File: config.mk
export PLATFORM = sky130hd
export DESIGN_NAME = pipelined_shifter
export DESIGN_NICKNAME = d
export VERILOG_FILES = /design/src/rtl/shifter_pkg.sv /design/src/rtl/pipelined_shifter_stage.sv /design/src/rtl/pipelined_shifter.sv
export SDC_FILE = /design/constraint.sdc
export NUM_CORES = 1
export LEC_CHECK = 0
export BUFFER_PORTS_ARGS = -buffer_cell sky130_fd_sc_hd__buf_2
export CAP_MARGIN = 20
export CORE_ASPECT_RATIO = 1.2
export CORE_MARGIN = 2
export CORE_UTILIZATION = 40
export CTS_CLUSTER_DIAMETER = 40
export CTS_CLUSTER_SIZE = 30
export DETAILED_ROUTE_END_ITERATION = 8
export PLACE_DENSITY = 0.67
export SLEW_MARGIN = 40
export SYNTH_ARGS = -nofsm -noshare
export SYNTH_HDL_FRONTEND = slang
export SYNTH_SLANG_ARGS = --single-unit
File: constraint.sdc
create_clock -name clk -period 3.1 [get_ports clk]
set_input_delay 0.93 -clock clk [delete_from_list [all_inputs] [get_ports clk]]
set_output_delay 0.93 -clock clk [all_outputs]
set_load 0.01 [all_outputs]
File: src/rtl/shifter_pkg.sv
// -----------------------------------------------------------------------------
// shifter_pkg
//   Shared definitions for the pipelined barrel shifter:
//   - opcode constants (SRL keeps 3'b011 across the codebase)
//   - is_legal_op : true for the four shift opcodes
//   - popcount    : number of set bits, used to derive pipeline latency
//   - shift_step  : one 2^k level of the barrel shifter, width-generic
// -----------------------------------------------------------------------------
package shifter_pkg;

  // Widest datapath supported; shift_step works on this width internally.
  localparam int MAX_W = 64;

  localparam logic [2:0] OP_SLL  = 3'b010;
  localparam logic [2:0] OP_SRL  = 3'b011;
  localparam logic [2:0] OP_SRA  = 3'b100;
  localparam logic [2:0] OP_ROTR = 3'b101;

  function automatic logic is_legal_op(input logic [2:0] op);
    return (op == OP_SLL) || (op == OP_SRL) || (op == OP_SRA) || (op == OP_ROTR);
  endfunction

  function automatic int popcount(input logic [31:0] v);
    int n;
    n = 0;
    for (int i = 0; i < 32; i++) begin
      if (v[i]) n++;
    end
    return n;
  endfunction

  // One barrel level: shift by 2^k when amt_bit is set. data must be
  // zero above bit width-1. Unknown opcodes pass through untouched; the
  // top level has already forced their data to zero.
  function automatic logic [MAX_W-1:0] shift_step(
    input logic [MAX_W-1:0] data,
    input logic [2:0]       op,
    input logic             sign,
    input logic             amt_bit,
    input int               k,
    input int               width
  );
    logic [MAX_W-1:0] mask;
    logic [MAX_W-1:0] fill;
    int               s;
    s    = 1 << k;
    // (1 << 64) wraps to 0 and 0 - 1 is all ones, so width = 64 needs no special case.
    mask = (MAX_W'(1) << width) - MAX_W'(1);
    // Ones in the top s bits of the active width, used for sign extension.
    fill = ((MAX_W'(1) << s) - MAX_W'(1)) << (width - s);
    shift_step = data;
    if (amt_bit) begin
      case (op)
        OP_SLL:  shift_step = (data << s) & mask;
        OP_SRL:  shift_step = data >> s;
        OP_SRA:  shift_step = (data >> s) | (sign ? fill : '0);
        OP_ROTR: shift_step = ((data >> s) | (data << (width - s))) & mask;
        default: shift_step = data;
      endcase
    end
  endfunction

endpackage

File: src/rtl/pipelined_shifter_stage.sv
// -----------------------------------------------------------------------------
// shift_stage
//   One level of the barrel shifter (shift by 2^K under amount bit K) with an
//   optional valid/ready register slice on its output.
//   Ports:
//     clk, rst            clock, synchronous active-high reset
//     i_valid / o_ready   upstream handshake
//     i_data/op/amt/sign  upstream payload
//     o_valid / i_ready   downstream handshake
//     o_data/op/amt/sign  downstream payload (shifted data, rest forwarded)
// -----------------------------------------------------------------------------
module shift_stage
  import shifter_pkg::*;
#(
  parameter int WIDTH      = 32,
  parameter int K          = 0,
  parameter bit REGISTERED = 1'b0,
  parameter int SHW        = $clog2(WIDTH)
) (
  input  logic             clk,
  input  logic             rst,
  input  logic             i_valid,
  output logic             o_ready,
  input  logic [WIDTH-1:0] i_data,
  input  logic [2:0]       i_op,
  input  logic [SHW-1:0]   i_amt,
  input  logic             i_sign,
  output logic             o_valid,
  input  logic             i_ready,
  output logic [WIDTH-1:0] o_data,
  output logic [2:0]       o_op,
  output logic [SHW-1:0]   o_amt,
  output logic             o_sign
);

  logic [WIDTH-1:0] w_shifted;

  assign w_shifted = WIDTH'(shift_step(MAX_W'(i_data), i_op, i_sign, i_amt[K], K, WIDTH));

  if (REGISTERED) begin : g_reg
    logic             r_valid;
    logic [WIDTH-1:0] r_data;
    logic [2:0]       r_op;
    logic [SHW-1:0]   r_amt;
    logic             r_sign;

    // Accept when empty or when the held item leaves this cycle, so bubbles
    // collapse instead of stalling the whole pipe.
    assign o_ready = !r_valid || i_ready;

    // NOTE: non-blocking assignments make every slice load from pre-edge
    // values, so neighbouring slices shift in lockstep.
    always_ff @(posedge clk) begin
      if (rst) begin
        // NOTE: payload registers are cleared as well so dataOut reads 0
        // right after reset, not just out_valid.
        r_valid <= 1'b0;
        r_data  <= '0;
        r_op    <= '0;
        r_amt   <= '0;
        r_sign  <= 1'b0;
      end else if (o_ready) begin
        r_valid <= i_valid;
        if (i_valid) begin
          r_data <= w_shifted;
          r_op   <= i_op;
          r_amt  <= i_amt;
          r_sign <= i_sign;
        end
      end
    end

    assign o_valid = r_valid;
    assign o_data  = r_data;
    assign o_op    = r_op;
    assign o_amt   = r_amt;
    assign o_sign  = r_sign;
  end else begin : g_comb
    logic w_unused_clk_rst;
    assign w_unused_clk_rst = clk ^ rst;

    assign o_ready = i_ready;
    assign o_valid = i_valid;
    assign o_data  = w_shifted;
    assign o_op    = i_op;
    assign o_amt   = i_amt;
    assign o_sign  = i_sign;
  end

endmodule

File: src/rtl/pipelined_shifter.sv
// -----------------------------------------------------------------------------
// pipelined_shifter
//   Parametrised barrel shifter (SLL/SRL/SRA/ROTR) built from SHW cascaded
//   2^k stages; REG_MASK bit k places a register slice after stage k.
//   Latency = popcount(REG_MASK); REG_MASK = 0 gives a combinational shifter.
//   Ports:
//     clk, rst              clock, synchronous active-high reset
//     in_valid, in_ready    request handshake
//     dataA, dataB, Signal  operand, shift amount, opcode
//     out_valid, out_ready  result handshake
//     dataOut               result (0 for illegal opcodes)
// -----------------------------------------------------------------------------
module pipelined_shifter
  import shifter_pkg::*;
#(
  parameter int             WIDTH    = 32,
  parameter int             SHW      = $clog2(WIDTH),
  parameter logic [SHW-1:0] REG_MASK = SHW'(20)
) (
  input  logic             clk,
  input  logic             rst,
  input  logic             in_valid,
  output logic             in_ready,
  input  logic [WIDTH-1:0] dataA,
  input  logic [SHW-1:0]   dataB,
  input  logic [2:0]       Signal,
  output logic             out_valid,
  input  logic             out_ready,
  output logic [WIDTH-1:0] dataOut
);

  // Illegal opcodes enter the pipe as zero data; every stage passes them
  // through unchanged, so the result is zero yet the handshake completes.
  logic [WIDTH-1:0] w_in_data;
  assign w_in_data = is_legal_op(Signal) ? dataA : '0;

  // Each stage owns its own wires so that the forward data chain and the
  // backward ready chain never share one variable.
  for (genvar k = 0; k < SHW; k++) begin : g_stage
    logic             w_up_valid;
    logic             w_up_ready;
    logic [WIDTH-1:0] w_up_data;
    logic [2:0]       w_up_op;
    logic [SHW-1:0]   w_up_amt;
    logic             w_up_sign;
    logic             w_dn_valid;
    logic             w_dn_ready;
    logic [WIDTH-1:0] w_dn_data;
    logic [2:0]       w_dn_op;
    logic [SHW-1:0]   w_dn_amt;
    logic             w_dn_sign;

    if (k == 0) begin : g_src
      assign w_up_valid = in_valid;
      assign w_up_data  = w_in_data;
      assign w_up_op    = Signal;
      assign w_up_amt   = dataB;
      assign w_up_sign  = dataA[WIDTH-1];
    end else begin : g_chain
      assign w_up_valid = g_stage[k-1].w_dn_valid;
      assign w_up_data  = g_stage[k-1].w_dn_data;
      assign w_up_op    = g_stage[k-1].w_dn_op;
      assign w_up_amt   = g_stage[k-1].w_dn_amt;
      assign w_up_sign  = g_stage[k-1].w_dn_sign;
    end

    if (k == SHW - 1) begin : g_last
      logic w_unused_tail;
      assign w_unused_tail = ^{w_dn_op, w_dn_amt, w_dn_sign};
      assign w_dn_ready    = out_ready;
    end else begin : g_mid
      assign w_dn_ready = g_stage[k+1].w_up_ready;
    end

    shift_stage #(
      .WIDTH     (WIDTH),
      .K         (k),
      .REGISTERED(REG_MASK[k]),
      .SHW       (SHW)
    ) u_stage (
      .clk    (clk),
      .rst    (rst),
      .i_valid(w_up_valid),
      .o_ready(w_up_ready),
      .i_data (w_up_data),
      .i_op   (w_up_op),
      .i_amt  (w_up_amt),
      .i_sign (w_up_sign),
      .o_valid(w_dn_valid),
      .i_ready(w_dn_ready),
      .o_data (w_dn_data),
      .o_op   (w_dn_op),
      .o_amt  (w_dn_amt),
      .o_sign (w_dn_sign)
    );
  end

  assign in_ready  = g_stage[0].w_up_ready;
  assign out_valid = g_stage[SHW-1].w_dn_valid;
  assign dataOut   = g_stage[SHW-1].w_dn_data;

endmodule

## Word level (Yosys, flattened, before mapping)

Index checks and enable logic that the tools add are counted.

- Bits of input ports: 44
- Register bits: 75

- Eq/ne operators: 8
- Reduce and logical (&&, ||, !) cells: 9
- Muxes and demuxes: 16
- Bitwise gates (word level): 10

Operators by type and width:

| kind | count |
|---|---|
| 32-bit one-hot mux with 4 select lines | 5 |
| 32-bit two-way mux | 11 |
| 16-bit by 32-bit OR with 32-bit output | 2 |
| 24-bit by 32-bit OR with 32-bit output | 2 |
| 28-bit by 32-bit OR with 32-bit output | 2 |
| 30-bit by 32-bit OR with 32-bit output | 2 |
| 31-bit by 32-bit OR with 32-bit output | 2 |
| 3-bit by 2-bit == test with 1-bit output (second input constant) | 4 |
| 3-bit == test (second input constant) | 4 |
| 1-bit logical OR | 5 |
| 2-bit AND reduction | 2 |
| 1-bit zero test | 2 |

## Longest topological paths before layout

Gate-level depths: netlist (run 1).

- Word-level depth: 14
- Depth in mapped cells: 9
- Gate-level depth less buffers: 6

## By module

From an unflattened synthesis (run 1), not the netlist that was laid out.

- Cell total of the unflattened synthesis: 1043
- Area total of the unflattened synthesis: 7662.3 um2

Modules (own cells, without submodules):

| module | seq. area each (um2) | instances | area each (um2) | cells each |
|---|---|---|---|---|
| shift_stage (g_stage[4].u_stage) | 840.8 | 1 | 2494.9 | 281 |
| shift_stage (g_stage[2].u_stage) | 840.8 | 1 | 2393.5 | 268 |
| shift_stage (g_stage[1].u_stage) | 0.0 | 1 | 865.8 | 160 |
| shift_stage (g_stage[0].u_stage) | 0.0 | 1 | 854.6 | 163 |
| shift_stage (g_stage[3].u_stage) | 0.0 | 1 | 789.5 | 135 |
| pipelined_shifter | 0.0 | 1 | 264.0 | 36 |

## Worst setup path after synthesis (run 1)

OpenSTA, ideal clock, no wires.

- Path kind: input to register
- From: input port Signal[2]
- To: register g_stage[2].u_stage.g_reg.r_data[9]
- Stages on the path: 8
- Path slack: 527 ps
- Data arrival time: 2439 ps
- Cells stage by stage: buf_4 and2b_1 buf_2 a221o_1 a31oi_1 o21ai_1 a221oi_1 a211oi_1

- Word-level cells in the longest chain between the ends: 14
- Elaborated cells on any way between the ends: 20

Ends and longest elaborated chain:

| element | line | RTL |
|---|---|---|
| start: declaration | pipelined_shifter.sv:26 | `input logic [2:0] Signal,` |
| 3-bit by 2-bit == test with 1-bit output | shifter_pkg.sv:20, shifter_pkg.sv:53 |  |
| 1-bit logical OR (3 in series) | shifter_pkg.sv:20 | `return (op == OP_SLL) \|\| (op == OP_SRL) \|\| (op == OP_SRA) \|\| (op == OP_ROTR);` |
| 32-bit two-way mux | pipelined_shifter.sv:35 | `assign w_in_data = is_legal_op(Signal) ? dataA : '0;` |
| 31-bit by 32-bit OR with 32-bit output (on tied branches) | shifter_pkg.sv:57, shifter_pkg.sv:56 |  |
| 32-bit one-hot mux with 4 select lines | shifter_pkg.sv:53 | `case (op)` |
| 32-bit two-way mux | shifter_pkg.sv:52 | `if (amt_bit) begin` |
| 30-bit by 32-bit OR with 32-bit output (on tied branches) | shifter_pkg.sv:57, shifter_pkg.sv:56 |  |
| 32-bit one-hot mux with 4 select lines | shifter_pkg.sv:53 |  |
| 32-bit two-way mux | shifter_pkg.sv:52 |  |
| 28-bit by 32-bit OR with 32-bit output (on tied branches) | shifter_pkg.sv:57, shifter_pkg.sv:56 |  |
| 32-bit one-hot mux with 4 select lines | shifter_pkg.sv:53 |  |
| 32-bit two-way mux (*) | shifter_pkg.sv:52 |  |
| end signal: assignment | pipelined_shifter_stage.sv:65 | `r_data <= w_shifted;` |
| end: declaration | pipelined_shifter_stage.sv:42 | `logic [WIDTH-1:0] r_data;` |

Mark *: on every way between the ends. The rest lies on a longest branch, timed or not.
A chain may end at the register's enable or synchronous reset.

## Worst setup path in the final report (run 1)

- From: input port Signal[0]
- To: register g_stage[2].u_stage.g_reg.r_data[6]

The elaborated chain is that of the path after synthesis.

==> impl_results.html, run 1 <==
<table>
<tr><th>Metric</th><th>Value</th></tr>
<tr><th colspan="2">Detailed routing</th></tr>
<tr><td>Vias per cell</td><td>6.27</td></tr>
<tr><td>Detailed-route wire length per cell</td><td>18.9 um</td></tr>
<tr><td>Detailed Route WL</td><td>20700 um</td></tr>
<tr><td>Number of DRC markers in iteration 0</td><td>635</td></tr>
<tr><td>Count of vias placed by the detailed router</td><td>6885</td></tr>
<tr><td>DRC</td><td>0</td></tr>
<tr><td>Antenna Violating Nets Remaining</td><td>0</td></tr>
<tr><td>Router iterations before antenna repair</td><td>6</td></tr>
<tr><th colspan="2">STA</th></tr>
<tr><td>Worst max-slew margin expressed relative to the limit</td><td>47.4%</td></tr>
<tr><td>Final Slew Violations</td><td>0</td></tr>
<tr><td>Finish-stage setup viols</td><td>0</td></tr>
<tr><td>Setup WS post-layout</td><td>0.282 ns</td></tr>
<tr><td>Transition time at the pin with the least slew margin</td><td>0.787 ns</td></tr>
<tr><td>Worst Clk Skew</td><td>0.00970 ns</td></tr>
<tr><td>Period Utilization, post-route</td><td>90.9%</td></tr>
<tr><td>Sum of negative setup slack</td><td>0 ns</td></tr>
<tr><td>Post-layout min period</td><td>2.82 ns</td></tr>
<tr><td>Fmax</td><td>0.355 GHz</td></tr>
<tr><td>Final count of hold timing violations</td><td>0</td></tr>
<tr><td>Setup repair after global routing missed its margin</td><td>no</td></tr>
<tr><th colspan="2">Yosys</th></tr>
<tr><td>Cell area after synthesis</td><td>0.00614 mm^2</td></tr>
<tr><td>Top FF cell, synth</td><td>sky130_fd_sc_hd__dfxtp_1</td></tr>
<tr><td>Count of flip-flops with a built-in enable after synthesis</td><td>0</td></tr>
<tr><td>Post-synthesis sequential element count</td><td>72</td></tr>
<tr><td>Share of flip-flops with an asynchronous set or reset after synthesis</td><td>0%</td></tr>
<tr><td>Mean Syn Cell Area</td><td>7.34 um^2</td></tr>
<tr><td>Share of the yosys chip area belonging to registers</td><td>23.5%</td></tr>
<tr><td>Cell count after synthesis</td><td>837</td></tr>
<tr><td>Warning count from the yosys run</td><td>0</td></tr>
<tr><td>Post-Synthesis Net Count</td><td>881</td></tr>
<tr><td>Post-synthesis cell type count</td><td>70</td></tr>
<tr><th colspan="2">Critical path</th></tr>
<tr><td>Critical Path Sink Type</td><td>flip-flop</td></tr>
<tr><td>Arrival time worst endpoint</td><td>3.03 ns</td></tr>
<tr><td>Maximum single-stage delay on the critical path</td><td>0.41 ns</td></tr>
<tr><td>Required time at the endpoint of the critical path</td><td>3.31 ns</td></tr>
<tr><td>Master of the slowest instance on the critical path</td><td>sky130_fd_sc_hd__o221ai_1</td></tr>
<tr><td>Cell-by-cell listing of the critical path</td><td>buf_2, buf_4, mux2_2, o221ai_1, o21ai_0, a221oi_1, a211oi_1</td></tr>
<tr><td>Startpoint-to-endpoint class of the critical path</td><td>in -&gt; reg</td></tr>
<tr><td>CP Launch Type</td><td>input pin</td></tr>
<tr><td>Highest fanout seen on the critical path</td><td>17</td></tr>
<tr><th colspan="2">Run</th></tr>
<tr><td>Number of maximum-capacitance violations</td><td>0</td></tr>
<tr><th colspan="2">Pwr</th></tr>
<tr><td>Seq pwr share</td><td>36.3%</td></tr>
<tr><td>Proportion of total power due to net switching</td><td>31.9%</td></tr>
<tr><td>Power share of the combinational group</td><td>28.1%</td></tr>
<tr><td>Switching power total</td><td>921 uW</td></tr>
<tr><td>Power Dens Cells</td><td>406 mW/mm^2</td></tr>
<tr><td>Total leakage power</td><td>0.00273 uW</td></tr>
<tr><td>Worst IR Drop VDD</td><td>253 uV</td></tr>
<tr><td>Cell-internal power</td><td>1960 uW</td></tr>
<tr><td>Share of total power in the clock network</td><td>35.6%</td></tr>
<tr><th colspan="2">Layout</th></tr>
<tr><td>Layout cell share with drive strength beyond 1</td><td>19.5%</td></tr>
<tr><td>Leading cell type in the layout, fill and taps excluded</td><td>sky130_fd_sc_hd__nor2_1</td></tr>
<tr><td>Fill cell total of the finished layout</td><td>1526</td></tr>
<tr><td>Nets</td><td>933</td></tr>
<tr><td>Core Util, Final</td><td>47.2%</td></tr>
<tr><td>Antenna cells</td><td>0</td></tr>
<tr><td>Count of non-filler cells in the finished layout</td><td>1098</td></tr>
<tr><td>Most used cells in the layout excluding fill and tap cells</td><td>108 x sky130_fd_sc_hd__nor2_1, 86 x sky130_fd_sc_hd__nand2_1, 77 x sky130_fd_sc_hd__buf_2</td></tr>
<tr><td>Area overhead of the layout relative to synthesis</td><td>15.5%</td></tr>
<tr><th colspan="2">Min path</th></tr>
<tr><td>Hold/Removal Path Class</td><td>reg -&gt; reg</td></tr>
<tr><th colspan="2">Clock network</th></tr>
<tr><td>H-tree depth reported by CTS</td><td>3</td></tr>
<tr><td>Clock tree from TritonCTS</td><td>built</td></tr>
<tr><td>Clk_lat worst skew</td><td>0.34 ns</td></tr>
<tr><td>Hold buffers post-CTS</td><td>0</td></tr>
<tr><td>Worst-case clock buffer depth</td><td>2</td></tr>
<tr><td>Post-cts gate resize count</td><td>0</td></tr>
<tr><td>Clock sink count</td><td>72</td></tr>
<tr><td>Count of buffers added by post-CTS timing repair for setup</td><td>0</td></tr>
<tr><td>Num CTS Buffers</td><td>9</td></tr>
<tr><td>Clk pin slew, worst setup/hold paths</td><td>0.06 ns</td></tr>
<tr><td>Root Buffer</td><td>sky130_fd_sc_hd__clkbuf_16</td></tr>
<tr><th colspan="2">Placement</th></tr>
<tr><td>Worst setup slack before clock tree synthesis</td><td>0.00311 ns</td></tr>
<tr><td>Final weighted congestion in routability-driven placement</td><td>0.978</td></tr>
<tr><td>Number of instances in the placed design</td><td>1082</td></tr>
<tr><td>Detailed-placement wirelength estimate</td><td>15700 um</td></tr>
<tr><td>Buffers on Ports</td><td>77</td></tr>
<tr><th colspan="2">Floorplan</th></tr>
<tr><td>Initial Utilization</td><td>40.9%</td></tr>
<tr><td>Total I/O pin count</td><td>78</td></tr>
<tr><td>DIE WIDTH</td><td>117 um</td></tr>
<tr><td>FP Rows</td><td>49</td></tr>
<tr><td>Core Region</td><td>0.0150 mm^2</td></tr>
<tr><td>Die Area</td><td>0.0164 mm^2</td></tr>
<tr><td>Die Y</td><td>140 um</td></tr>
<tr><th colspan="2">Global route</th></tr>
<tr><td>Number of global-route vias before repair</td><td>6290</td></tr>
<tr><td>Total routing resource utilization after global routing</td><td>25.2%</td></tr>
<tr><td>Wire length of the first global-routing pass</td><td>33100 um</td></tr>
<tr><td>Leftover overflow at the end of global routing</td><td>0</td></tr>
<tr><td>Antenna violations before repair</td><td>0</td></tr>
<tr><td>Largest net degree at the start of global routing</td><td>40</td></tr>
<tr><th colspan="2">Status</th></tr>
<tr><td>Status</td><td>finished clean</td></tr>
</table>
[per-layer routing]
| metal | vias to the layer above | GRT usage (%) | routed length (um) |
|---|---|---|---|
| met3 | 76 | 2.61 | 1330 |
| met4 | 0 | 13.1 | 1070 |
| met2 | 348 | 40.2 | 9630 |
| met1 | 3159 | 33.1 | 8700 |
| met5 | - | 0 | 0 |
| li1 | 3302 | - | - |
[critical path, delay by kind of cell]
kind	cells	cell delay [ns]
multiplexers	1	0.35
AO/OA/AOI/OAI	4	1.08
buffers and inverters	2	0.66
[worst paths after layout]
path / cells past startpoint / end / start / slack (ns)
max: 7 / g_stage[2].u_stage.o_data[6]$_SDFFE_PP0P_ / Signal[0] / 0.28
min reg2reg: 2 / g_stage[4].u_stage.o_data[28]$_SDFFE_PP0P_ / g_stage[4].u_stage.o_data[28]$_SDFFE_PP0P_ / 0.45
max reg2reg: 5 / g_stage[4].u_stage.o_data[8]$_SDFFE_PP0P_ / g_stage[2].u_stage.o_op[2]$_SDFFE_PP0P_ / 1.01
min: 2 / g_stage[4].u_stage.o_data[28]$_SDFFE_PP0P_ / g_stage[4].u_stage.o_data[28]$_SDFFE_PP0P_ / 0.45
[cell usage after synthesis, types with 3 or more instances]
| cell type | count | area [um^2] |
|---|---|---|
| sky130_fd_sc_hd__clkbuf_1 | 38 | 143 |
| sky130_fd_sc_hd__a211oi_1 | 36 | 270 |
| sky130_fd_sc_hd__a2111oi_0 | 3 | 26.3 |
| sky130_fd_sc_hd__or3_1 | 8 | 50.1 |
| sky130_fd_sc_hd__nand3_1 | 15 | 75.1 |
| sky130_fd_sc_hd__a32oi_1 | 8 | 70.1 |
| sky130_fd_sc_hd__nor2_1 | 108 | 405 |
| sky130_fd_sc_hd__a221oi_1 | 28 | 245 |
| sky130_fd_sc_hd__nand2b_1 | 11 | 68.8 |
| sky130_fd_sc_hd__mux2_2 | 15 | 169 |
| sky130_fd_sc_hd__a221o_1 | 24 | 240 |
| sky130_fd_sc_hd__o211ai_1 | 15 | 113 |
| sky130_fd_sc_hd__o21ai_0 | 45 | 225 |
| sky130_fd_sc_hd__and2_1 | 8 | 50.1 |
| sky130_fd_sc_hd__mux2i_1 | 30 | 300 |
| sky130_fd_sc_hd__nand2_1 | 86 | 323 |
| sky130_fd_sc_hd__o21a_1 | 4 | 30.0 |
| sky130_fd_sc_hd__and2b_1 | 3 | 22.5 |
| sky130_fd_sc_hd__a311oi_1 | 4 | 35.0 |
| sky130_fd_sc_hd__buf_2 | 27 | 135 |
| sky130_fd_sc_hd__a31oi_1 | 12 | 75.1 |
| sky130_fd_sc_hd__buf_6 | 6 | 67.6 |
| sky130_fd_sc_hd__nor2b_1 | 3 | 18.8 |
| sky130_fd_sc_hd__buf_1 | 4 | 15.0 |
| sky130_fd_sc_hd__a22o_1 | 3 | 26.3 |
| sky130_fd_sc_hd__and4_1 | 7 | 61.3 |
| sky130_fd_sc_hd__dfxtp_1 | 72 | 1440 |
| sky130_fd_sc_hd__inv_1 | 9 | 33.8 |
| sky130_fd_sc_hd__o22ai_1 | 8 | 50.1 |
| sky130_fd_sc_hd__o221ai_1 | 13 | 114 |
| sky130_fd_sc_hd__nand3b_1 | 5 | 37.5 |
| sky130_fd_sc_hd__o21ai_1 | 5 | 25.0 |
| sky130_fd_sc_hd__a21oi_1 | 70 | 350 |
| sky130_fd_sc_hd__buf_4 | 10 | 75.1 |
| sky130_fd_sc_hd__nor3_1 | 25 | 125 |
| sky130_fd_sc_hd__a22oi_1 | 23 | 173 |
[stage by stage]
stage               total power (uW)  hold slack [ns]  cell area, um^2
global placement                1850            0.441             6790
global route                    3030            0.474             7100
detailed placement              1860            0.445             6790
CTS                             2880            0.452             7090
finish                          2880            0.448             7100
floorplan                       1580            0.437             6140
[state kept, by name, summed over array words and instances (netlist names)]
signal                   count
g_stage.u_stage.o_op         3
g_stage.u_stage.o_sign       1
g_stage.u_stage.o_data      64
g_stage.u_stage.o_amt        2
g_stage.u_stage.o_valid      2
[power by group through the flow]
stage | registers (uW) | logic [uW] | clock network, uW
floorplan | 1050 | 530 | 0
global placement | 1060 | 790 | 0
detailed placement | 1060 | 791 | 0
CTS | 1040 | 794 | 1050
global route | 1050 | 886 | 1090
finish | 1050 | 811 | 1030
[cells by family after synthesis]
family / after synthesis / share of synthesized area (%)
muxes: 47 / 8.12
and+or+nand+nor: 296 / 22.7
DFF: 72 / 23.5
buffers and inverters: 95 / 7.70
AOI/OAI and AO/OA: 324 / 37.2
xor gates and xnor gates: 3 / 0.794
[cell type report]
type | count | area (um^2) | area share, %
multi-input combinational | 670 | 4230 | 59.7
sequential | 72 | 1440 | 20.3
timing repair buffer | 126 | 828 | 11.7
clock buffer | 13 | 260 | 3.67
tap | 204 | 255 | 3.60
clock inverter | 3 | 40.0 | 0.564
inverter | 10 | 37.5 | 0.529
No activity file was read; power rests on OpenSTA's default activity.
==> run 2: changes to the inputs <==
--- a/config.mk
+++ b/config.mk
@@ -14,6 +14,7 @@
 export CTS_CLUSTER_SIZE = 30
 export DETAILED_ROUTE_END_ITERATION = 8
 export PLACE_DENSITY = 0.67
+export SETUP_SLACK_MARGIN = 0.4
 export SLEW_MARGIN = 40
 export SYNTH_ARGS = -nofsm -noshare
 export SYNTH_HDL_FRONTEND = slang
==> impl_results.html, run 2 (same netlist as run 1, synthesis figures left out) <==
<table>
<tr><th>Metric</th><th>Value</th></tr>
<tr><th colspan="2">Placement</th></tr>
<tr><td>Detailed-placement wirelength estimate</td><td>15700 um (unchanged)</td></tr>
<tr><td>Buffers on Ports</td><td>77 (unchanged)</td></tr>
<tr><td>Cell Area, Placed</td><td>0.00679 mm^2 (unchanged)</td></tr>
<tr><td>Final weighted congestion in routability-driven placement</td><td>0.978 (unchanged)</td></tr>
<tr><th colspan="2">Critical path</th></tr>
<tr><td>Cell-by-cell listing of the critical path</td><td>clkbuf_4, buf_4, or3b_1, nor2_4, buf_4, a32oi_1, o21ai_0, a221oi_1, a211oi_1 (was buf_2, buf_4, mux2_2, o221ai_1, o21ai_0, a221oi_1, a211oi_1)</td></tr>
<tr><td>Critical Path Sink Type</td><td>flip-flop (unchanged)</td></tr>
<tr><td>Largest delay contributor family on the critical path</td><td>simple AND/OR/NAND/NOR gates (was compound AO/OA/AOI/OAI gates)</td></tr>
<tr><td>Maximum single-stage delay on the critical path</td><td>0.46 ns (was 0.41 ns)</td></tr>
<tr><td>Highest fanout seen on the critical path</td><td>13 (was 17)</td></tr>
<tr><td>Required time at the endpoint of the critical path</td><td>3.35 ns (was 3.31 ns)</td></tr>
<tr><td>Critical path buffer and inverter count</td><td>3 (was 2)</td></tr>
<tr><td>Critical path's most frequent cell</td><td>sky130_fd_sc_hd__buf_4</td></tr>
<tr><td>CP Launch Type</td><td>input pin (unchanged)</td></tr>
<tr><td>Arrival time worst endpoint</td><td>2.87 ns (was 3.03 ns)</td></tr>
<tr><td>Startpoint-to-endpoint class of the critical path</td><td>in -&gt; reg (unchanged)</td></tr>
<tr><td>Master of the slowest instance on the critical path</td><td>sky130_fd_sc_hd__or3b_1 (was sky130_fd_sc_hd__o221ai_1)</td></tr>
<tr><th colspan="2">Layout</th></tr>
<tr><td>Most used cells in the layout excluding fill and tap cells</td><td>108 x sky130_fd_sc_hd__nor2_1, 86 x sky130_fd_sc_hd__nand2_1, 75 x sky130_fd_sc_hd__buf_2 (was 108 x sky130_fd_sc_hd__nor2_1, 86 x sky130_fd_sc_hd__nand2_1, 77 x sky130_fd_sc_hd__buf_2)</td></tr>
<tr><td>Leading cell type in the layout, fill and taps excluded</td><td>sky130_fd_sc_hd__nor2_1 (unchanged)</td></tr>
<tr><td>Post-route cell area</td><td>0.00718 mm^2 (was 0.00710 mm^2)</td></tr>
<tr><td>Nets</td><td>935 (was 933)</td></tr>
<tr><td>Max reg flops</td><td>64 (unchanged)</td></tr>
<tr><td>Fill cell total of the finished layout</td><td>1518 (was 1526)</td></tr>
<tr><td>Antenna cells</td><td>0 (unchanged)</td></tr>
<tr><td>Core Util, Final</td><td>47.8% (was 47.2%)</td></tr>
<tr><td>Layout cell share with drive strength beyond 1</td><td>20.9% (was 19.5%)</td></tr>
<tr><td>Area overhead of the layout relative to synthesis</td><td>16.8% (was 15.5%)</td></tr>
<tr><th colspan="2">Floorplan</th></tr>
<tr><td>Total I/O pin count</td><td>78 (unchanged)</td></tr>
<tr><td>Initial Utilization</td><td>40.9% (unchanged)</td></tr>
<tr><td>Die Y</td><td>140 um (unchanged)</td></tr>
<tr><td>DIE WIDTH</td><td>117 um (unchanged)</td></tr>
<tr><td>Die Area</td><td>0.0164 mm^2 (unchanged)</td></tr>
<tr><td>Core Region</td><td>0.0150 mm^2 (unchanged)</td></tr>
<tr><td>FP Rows</td><td>49 (unchanged)</td></tr>
<tr><th colspan="2">Pwr</th></tr>
<tr><td>Cell-internal power</td><td>1970 uW (was 1960 uW)</td></tr>
<tr><td>Share of total power in the clock network</td><td>35.6% (about the same)</td></tr>
<tr><td>Sum of internal, switching and leakage power</td><td>2900 uW (was 2880 uW)</td></tr>
<tr><td>Proportion of total power due to net switching</td><td>32.1% (was 31.9%)</td></tr>
<tr><td>Switching power total</td><td>933 uW (was 921 uW)</td></tr>
<tr><td>Power share of the combinational group</td><td>28.4% (was 28.1%)</td></tr>
<tr><td>Total leakage power</td><td>0.00275 uW (was 0.00273 uW)</td></tr>
<tr><td>Power Dens Cells</td><td>404 mW/mm^2 (was 406 mW/mm^2)</td></tr>
<tr><td>Worst IR Drop VDD</td><td>253 uV (about the same)</td></tr>
<tr><td>Seq pwr share</td><td>36.0% (was 36.3%)</td></tr>
<tr><th colspan="2">Run</th></tr>
<tr><td>Number of maximum-capacitance violations</td><td>0 (unchanged)</td></tr>
<tr><th colspan="2">Clock network</th></tr>
<tr><td>Root Buffer</td><td>sky130_fd_sc_hd__clkbuf_16 (unchanged)</td></tr>
<tr><td>Clk pin slew, worst setup/hold paths</td><td>0.05 ns (was 0.06 ns)</td></tr>
<tr><td>Clock tree from TritonCTS</td><td>built (unchanged)</td></tr>
<tr><td>Num CTS Buffers</td><td>9 (unchanged)</td></tr>
<tr><td>Worst-case clock buffer depth</td><td>2 (unchanged)</td></tr>
<tr><td>Clock sink count</td><td>72 (unchanged)</td></tr>
<tr><td>Hold buffers post-CTS</td><td>0 (unchanged)</td></tr>
<tr><td>H-tree depth reported by CTS</td><td>3 (unchanged)</td></tr>
<tr><td>Clk_lat worst skew</td><td>0.34 ns (about the same)</td></tr>
<tr><th colspan="2">Global route</th></tr>
<tr><td>Number of global-route vias before repair</td><td>6294 (was 6290)</td></tr>
<tr><td>Wire length of the first global-routing pass</td><td>33100 um (about the same)</td></tr>
<tr><td>Largest net degree at the start of global routing</td><td>40 (unchanged)</td></tr>
<tr><td>Leftover overflow at the end of global routing</td><td>0 (unchanged)</td></tr>
<tr><td>Antenna violations before repair</td><td>0 (unchanged)</td></tr>
<tr><td>Total routing resource utilization after global routing</td><td>25.2% (unchanged)</td></tr>
<tr><th colspan="2">STA</th></tr>
<tr><td>Transition time at the pin with the least slew margin</td><td>0.767 ns (was 0.787 ns)</td></tr>
<tr><td>Sum of negative setup slack</td><td>0 ns (unchanged)</td></tr>
<tr><td>Post-layout min period</td><td>2.62 ns (was 2.82 ns)</td></tr>
<tr><td>Final Slew Violations</td><td>0 (unchanged)</td></tr>
<tr><td>Worst max-slew margin expressed relative to the limit</td><td>48.8% (was 47.4%)</td></tr>
<tr><td>Final count of hold timing violations</td><td>0 (unchanged)</td></tr>
<tr><td>Finish-stage setup viols</td><td>0 (unchanged)</td></tr>
<tr><td>Fmax</td><td>0.382 GHz (was 0.355 GHz)</td></tr>
<tr><td>Setup repair after global routing missed its margin</td><td>yes (was no)</td></tr>
<tr><td>Worst Clk Skew</td><td>0.0104 ns (was 0.00970 ns)</td></tr>
<tr><td>Period Utilization, post-route</td><td>84.4% (was 90.9%)</td></tr>
<tr><td>WHS</td><td>0.448 ns (about the same)</td></tr>
<tr><th colspan="2">Detailed routing</th></tr>
<tr><td>Count of vias placed by the detailed router</td><td>6868 (was 6885)</td></tr>
<tr><td>Router iterations before antenna repair</td><td>6 (unchanged)</td></tr>
<tr><td>Detailed Route WL</td><td>20800 um (was 20700 um)</td></tr>
<tr><td>DRC</td><td>0 (unchanged)</td></tr>
<tr><td>Vias per cell</td><td>6.24 (was 6.27)</td></tr>
<tr><td>Number of DRC markers in iteration 0</td><td>740 (was 635)</td></tr>
<tr><td>Antenna Violating Nets Remaining</td><td>0 (unchanged)</td></tr>
<tr><td>Detailed-route wire length per cell</td><td>18.9 um (about the same)</td></tr>
<tr><th colspan="2">Min path</th></tr>
<tr><td>Hold/Removal Path Class</td><td>reg -&gt; reg (unchanged)</td></tr>
<tr><th colspan="2">Status</th></tr>
<tr><td>Status</td><td>finished clean (unchanged)</td></tr>
</table>
-- run 2: what timing repair did --
| action | CTS | global route |
|---|---|---|
| pin swaps | 0 | 2 |
| buffers inserted | 0 | 2 |
| endpoints found under the setup margin | 2 | 20 |
| gates cloned | 0 | 0 |
| gates resized for setup | 1 | 13 |
-- run 2: layout make-up --
cell class / count / area [um^2] / area share (%)
multi-input cells: 670 / 4290 / 59.8
flip-flops and latches: 72 / 1440 / 20.1
repair buffers: 128 / 848 / 11.8
well taps: 204 / 255 / 3.56
clock inverters: 3 / 40.0 / 0.558
clock buffers: 13 / 260 / 3.63
inverters: 10 / 37.5 / 0.523
-- run 2: metal layers --
metal	GRT usage, %	routed length [um]	vias to the layer above
li1	-	-	3300
met2	40.2	9800	338
met5	0	0	-
met3	2.61	1220	65
met1	33.1	8850	3165
met4	13.1	951	0
-- run 2: worst register-to-register path: cells and delay by family (launching register included) --
kind	cells	cell delay (ns)
flops	1	0.43
compound gates	3	1.23
simple gates	2	0.32
-- run 2: worst paths after layout --
kind,start,end,slack (ns),cells past startpoint
max,Signal[2],g_stage[2].u_stage.o_data[7]$_SDFFE_PP0P_,0.48,9
min reg2reg,g_stage[4].u_stage.o_data[28]$_SDFFE_PP0P_,g_stage[4].u_stage.o_data[28]$_SDFFE_PP0P_,0.45,2
min,g_stage[4].u_stage.o_data[28]$_SDFFE_PP0P_,g_stage[4].u_stage.o_data[28]$_SDFFE_PP0P_,0.45,2
max reg2reg,g_stage[2].u_stage.o_op[1]$_SDFFE_PP0P_,g_stage[4].u_stage.o_data[12]$_SDFFE_PP0P_,1.00,5
-- run 2: per-stage QoR --
| step | setup WS (ns) | instances |
|---|---|---|
| detailed placement | 0.00311 | 1082 |
| finish | 0.483 | 1100 |
| floorplan | 0.527 | 837 |
| global route | 0.392 | 1100 |
| CTS | 0.442 | 1098 |
| global placement | -0.0213 | 1082 |
-- run 2: power groups by stage --
| stage | Clock, uW | Sequential [uW] | Combinational, uW |
|---|---|---|---|
| 6_report | 1030 | 1050 | 825 |
| 5_1_grt | 1090 | 1050 | 900 |
| 4_1_cts | 1050 | 1040 | 795 |
| 3_5_place_dp | 0 | 1060 | 791 |
| 3_3_place_gp | 0 | 1060 | 790 |
| 2_1_floorplan | 0 | 1050 | 530 |
